## src/rtl/ascii_dec_parser_if.sv

```systemverilog
// Character-in / word-out handshake bundle for the signed decimal ASCII parser.
interface ascii_dec_parser_if;
  logic [7:0]  char_in;
  logic        char_valid;
  logic        char_ready;
  logic [31:0] value;
  logic        value_err;
  logic        value_valid;
  logic        value_ready;

  modport master (
    output char_in, char_valid, value_ready,
    input  char_ready, value, value_err, value_valid
  );

  modport slave (
    input  char_in, char_valid, value_ready,
    output char_ready, value, value_err, value_valid
  );
endinterface

```

## src/rtl/ascii_dec_parser.sv

```systemverilog
// Streaming signed decimal ASCII to 32-bit two's-complement converter.
// One token ([+-]?digits terminated by CR/LF/space) yields one result word.
module ascii_dec_parser #(
  parameter int MAX_DIGITS = 10
) (
  input  logic              clk,
  input  logic              rst,
  ascii_dec_parser_if.slave bus
);
  localparam int CW = $clog2(MAX_DIGITS + 1);

  typedef enum logic [2:0] {IDLE, SIGN, DIGITS, DISCARD, OUT} state_t;
  typedef struct packed {
    logic        err;
    logic [31:0] value;
  } res_t;

  state_t          state, state_n;
  logic [33:0]     acc, acc_n;
  logic [CW-1:0]   cnt, cnt_n;
  logic            neg, neg_n;
  res_t            res, res_n;
  res_t            eval_res;
  logic            is_digit, is_term, take, in_range;
  logic [3:0]      d;

  assign is_digit = (bus.char_in >= 8'h30) && (bus.char_in <= 8'h39);
  assign is_term  = (bus.char_in == 8'h0D) || (bus.char_in == 8'h0A) ||
                    (bus.char_in == 8'h20);
  assign d        = bus.char_in[3:0];
  assign take     = bus.char_valid && bus.char_ready;

  assign bus.char_ready  = (state != OUT);
  assign bus.value_valid = (state == OUT);
  assign bus.value       = res.value;
  assign bus.value_err   = res.err;

  // Negative side reaches one further than positive: -2^31 is representable.
  assign in_range = neg ? (acc <= 34'd2147483648) : (acc <= 34'd2147483647);

  always_comb begin
    eval_res = '{err: 1'b1, value: 32'd0};
    if (in_range) eval_res = '{err: 1'b0, value: neg ? (~acc[31:0] + 32'd1) : acc[31:0]};
  end

  always_comb begin
    state_n = state;
    acc_n   = acc;
    cnt_n   = cnt;
    neg_n   = neg;
    res_n   = res;
    case (state)
      IDLE: if (take && !is_term) begin
        if (bus.char_in == 8'h2B) begin
          state_n = SIGN;
          neg_n   = 1'b0;
        end else if (bus.char_in == 8'h2D) begin
          state_n = SIGN;
          neg_n   = 1'b1;
        end else if (is_digit) begin
          state_n = DIGITS;
          acc_n   = {30'd0, d};
          cnt_n   = CW'(1);
          neg_n   = 1'b0;
        end else begin
          state_n = DISCARD;
        end
      end
      SIGN: if (take) begin
        if (is_digit) begin
          state_n = DIGITS;
          acc_n   = {30'd0, d};
          cnt_n   = CW'(1);
        end else if (is_term) begin
          state_n = OUT;
          res_n   = '{err: 1'b1, value: 32'd0};
          acc_n   = '0;
          cnt_n   = '0;
          neg_n   = 1'b0;
        end else begin
          state_n = DISCARD;
        end
      end
      DIGITS: if (take) begin
        if (is_digit) begin
          if (cnt < CW'(MAX_DIGITS)) begin
            acc_n = acc * 34'd10 + {30'd0, d};
            cnt_n = cnt + CW'(1);
          end else begin
            state_n = DISCARD;
          end
        end else if (is_term) begin
          state_n = OUT;
          res_n   = eval_res;
          acc_n   = '0;
          cnt_n   = '0;
          neg_n   = 1'b0;
        end else begin
          state_n = DISCARD;
        end
      end
      DISCARD: if (take && is_term) begin
        state_n = OUT;
        res_n   = '{err: 1'b1, value: 32'd0};
        acc_n   = '0;
        cnt_n   = '0;
        neg_n   = 1'b0;
      end
      OUT: if (bus.value_ready) state_n = IDLE;
      default: state_n = IDLE;
    endcase
  end

  always_ff @(posedge clk or negedge rst) begin
    if (!rst) begin
      state <= IDLE;
      acc   <= '0;
      cnt   <= '0;
      neg   <= 1'b0;
      res   <= '0;
    end else begin
      state <= state_n;
      acc   <= acc_n;
      cnt   <= cnt_n;
      neg   <= neg_n;
      res   <= res_n;
    end
  end
endmodule

```

## src/flat_wrapper.sv

```systemverilog
// flat-port wrapper written by rule: the top's interface ports become plain ports
module ascii_dec_parser_flat 
#(
  parameter int MAX_DIGITS = 10
)
  (clk, rst, bus_char_in, bus_char_valid, bus_value_ready, bus_char_ready, bus_value, bus_value_err, bus_value_valid);
  ascii_dec_parser_if bus_i ();
  input  logic clk;
  input  logic rst;
  input wire logic [$bits(bus_i.char_in)-1:0] bus_char_in;
  input wire logic [$bits(bus_i.char_valid)-1:0] bus_char_valid;
  input wire logic [$bits(bus_i.value_ready)-1:0] bus_value_ready;
  output wire logic [$bits(bus_i.char_ready)-1:0] bus_char_ready;
  output wire logic [$bits(bus_i.value)-1:0] bus_value;
  output wire logic [$bits(bus_i.value_err)-1:0] bus_value_err;
  output wire logic [$bits(bus_i.value_valid)-1:0] bus_value_valid;
  assign bus_i.char_in = bus_char_in;
  assign bus_i.char_valid = bus_char_valid;
  assign bus_i.value_ready = bus_value_ready;
  assign bus_char_ready = bus_i.char_ready;
  assign bus_value = bus_i.value;
  assign bus_value_err = bus_i.value_err;
  assign bus_value_valid = bus_i.value_valid;
  ascii_dec_parser #(.MAX_DIGITS(MAX_DIGITS)) u_core (.clk(clk), .rst(rst), .bus(bus_i));
endmodule
```

## config.mk

```make
export PLATFORM = sky130hd
export DESIGN_NAME = ascii_dec_parser_flat
export DESIGN_NICKNAME = d
export VERILOG_FILES = /design/src/rtl/ascii_dec_parser_if.sv /design/src/rtl/ascii_dec_parser.sv /design/src/flat_wrapper.sv
export SDC_FILE = /design/constraint.sdc
export NUM_CORES = 1
export LEC_CHECK = 0
export CAP_MARGIN = 20
export CORE_MARGIN = 4
export CORE_UTILIZATION = 35
export DETAILED_ROUTE_END_ITERATION = 8
export GPL_TIMING_DRIVEN = 1
export PLACE_DENSITY = 0.53
export SLEW_MARGIN = 25
export SYNTH_ARGS = -nofsm -noshare
export SYNTH_HDL_FRONTEND = slang
export SYNTH_SLANG_ARGS = --single-unit
```

## constraint.sdc

```tcl
create_clock -name clk -period 10.35 [get_ports clk]
set_input_delay 2.5875 -clock clk [delete_from_list [all_inputs] [get_ports clk]]
set_output_delay 2.5875 -clock clk [all_outputs]
set_load 0.02 [all_outputs]
```

==> results.cfg <==
[place]
pre_cts_slack_ps = 4510
gp_congestion = 0.902
dp.final_hpwl_mm = 14.0
post-place-cells = 1123
io_buffers = 46
place_area_mm2 = 0.00755

[timing]
min_period_ps = 5480
setup_tns_ps = 0
hold_ws_ps = 474
final.setup_skew_ps = 7.55
setup_viol = 0
rsz0062_at_grt = false
worst_slack_ps = 4870
timing.final.crit_share_pct = 53.0
worst_pin_slew_ps = 825
final-hold-violation-count = 0
fmax_mhz = 182
relSlewSlack_pct = 43.6
slew_violations = 0

[cts]
postCtsHoldBufs = 0
cts.root.buffer_cell = clkbuf_16
cts_made_buffers = 9
cts_resized = 0
htree_num_levels = 3
clkSinkCount = 75
clk_pin_slew_ps = 60
clock_latency_ps = 330
cts_tree = done
clk_path_buf_depth = 2
post_cts_buffers = 0

[routing]
detail_route.wl_per_cell_um = 15.7
drt_wl_total_mm = 17.9
drt_pass1_iterations = 5
antenna_left = 0
drc = 0
drt_iter0_markers = 416
vias_per_cell = 5.27
num_vias = 6002

[global_route]
grt_first_pass_wirelength_mm = 30.1
track_usage_pct = 16.5
grt_max_degree = 76
grt_pass1_vias = 5683
grt.overflow.total = 0
antenna_found_initial = 0

[outcome]
outcome = finished, final reports clean

[floorplanning]
die_w_um = 148
ios = 47
rows = 51
die_h_um = 148
start_util_pct = 35.6
fp.dieArea_mm2 = 0.0220
coreArea_mm2 = 0.0194

[cells_and_area]
fin_cells = 1139
syn2layout_area_growth_pct = 14.0
fin_nets = 947
final_area_mm2 = 0.00787
drive_gt1_share_pct = 5.72
n_antenna_cell = 0
final_util_pct = 40.6

[synth]
synth_edf_count = 0
async_flop_share_pct = 100
synth.cell_area_mm2 = 0.00690
synth-seq-area-share_pct = 27.2
yosys.area.top_type = dfrtp_1
synth_cells = 849
ys_seq_elements = 75
synth_area_per_cell_um2 = 8.13
synth.top_cell.area_share_pct = 27.2
yosysWarnings = 0
yosys-top-cells-area = dfrtp_1 (27%), ha_1 (12%), xor2_1 (7.0%)
ys_types = 69
synth_nets = 927
ys.flop_type = dfrtp_1

[power]
switching_share_pct = 34.3
clock_power_share_pct = 33.7
p_switching_mw = 0.331
p_leak_nw = 3.40
total_power_mw = 0.967
ir_drop_mv = 0.0692
p_seq_share_pct = 36.2
comb_power_share_pct = 30.1
power_density_mw_per_mm2 = 123
intPower_mw = 0.636

[min_path]
hold_path_class = reg2reg

[critical_path]
critPathMaxFanout = 8
critPathLaunchType = primary input
cp-end-kind = register
cp.required_ps = 10570
crit_type = in2reg
cp_data_arrival_time_ps = 5700

[run]
max_cap_viol_count = 0
==> routing by layer <==
layer / vias to the layer above / track usage (%) / share of wire (%)
met1: 2764 / 26.1 / 55
met5: - / 0 / 0
met4: 0 / 3.79 / 0.95
met2: 101 / 24.1 / 41
met3: 9 / 1.58 / 2.8
li1: 3128 / - / -
==> critical path, cell delays in order <==
cell             delay [ps]
clkdlybuf4s50_1         570
ha_1                    360
a21o_1                  100
a21oi_1                  80
nand2b_1                260
or4_1                   600
nor4_2                  660
nor2b_1                 230
xor2_1                  170
o21ai_1                  70
==> final timing paths <==
| path | start | to | slack [ps] | cells after the start |
|---|---|---|---|---|
| worst min register to register | u_core.bus.value[0]$_DFFE_PN0P_ | u_core.bus.value[0]$_DFFE_PN0P_ | 470 | 2 |
| worst max-delay path | bus_char_in[2] | u_core.acc[24]$_DFFE_PN0P_ | 4870 | 10 |
| max in group asynchronous | rst | u_core.acc[11]$_DFFE_PN0P_ | 7580 | 1 |
| worst max register to register | u_core.acc[2]$_DFFE_PN0P_ | u_core.acc[33]$_DFFE_PN0P_ | 5740 | 12 |
| min in group asynchronous | rst | u_core.state[2]$_DFFE_PN0P_ | 2250 | 1 |
| worst min-delay path | u_core.bus.value[0]$_DFFE_PN0P_ | u_core.bus.value[0]$_DFFE_PN0P_ | 470 | 2 |
==> cells by family (layout without fill, tap and decap cells) <==
family          after synthesis  after routing  synth area share [%]
simple gates                321            321                  23.4
compound gates              237            237                  22.3
xor+xnor                     83             83                  10.5
flops                        75             75                  27.2
fa+ha+maj                    66             66                  12.2
buf+inv                      63             88                  3.75
mux                           4              4                 0.598
==> flip-flops by register name, indices dropped and copies added (netlist names) <==
register and count:
u_core.acc 34, u_core.bus.value 32, u_core.bus.value_err 1, u_core.cnt 4, u_core.neg 1, u_core.state 3
==> cell usage in the layout (no fill, tap or decap), drive strengths merged, types with 19 or more instances in the layout <==
| cell | n |
|---|---|
| o21ai | 104 |
| ha | 64 |
| dfrtp | 75 |
| a21oi | 40 |
| xnor2 | 28 |
| nand3 | 19 |
| xor2 | 55 |
| clkdlybuf4s50 | 45 |
| nor3 | 26 |
| inv | 21 |
| nand2 | 122 |
| nor2 | 51 |
==> cells in the mapped netlist (21+ instances only) <==
cell type and number:
inv_1 21, dfrtp_1 75, o21ai_0 47, a21oi_1 40, xnor2_1 28, ha_1 64, clkbuf_1 36, nor2_1 51
nand2_1 122, xor2_1 55, o21ai_1 40, nor3_1 26
==> power groups by stage <==
stage          clock, mW  combinational (mW)  sequential [mW]
6_report           0.326               0.291            0.350
4_1_cts            0.334               0.293            0.350
3_5_place_dp           0               0.290            0.356
5_1_grt            0.345               0.334            0.354
2_1_floorplan          0               0.235            0.330
3_3_place_gp           0               0.294            0.356
==> layout make-up <==
cell class	count	area, um2
flip-flops and latches	75	1880
multi-input cells	711	4770
clock buffers	10	229
inverters	21	78.8
clock inverters	6	80.1
fillers	2022	11500
well taps	265	332
repair buffers	51	503
Note: power is estimated with default switching activity, not from simulation.
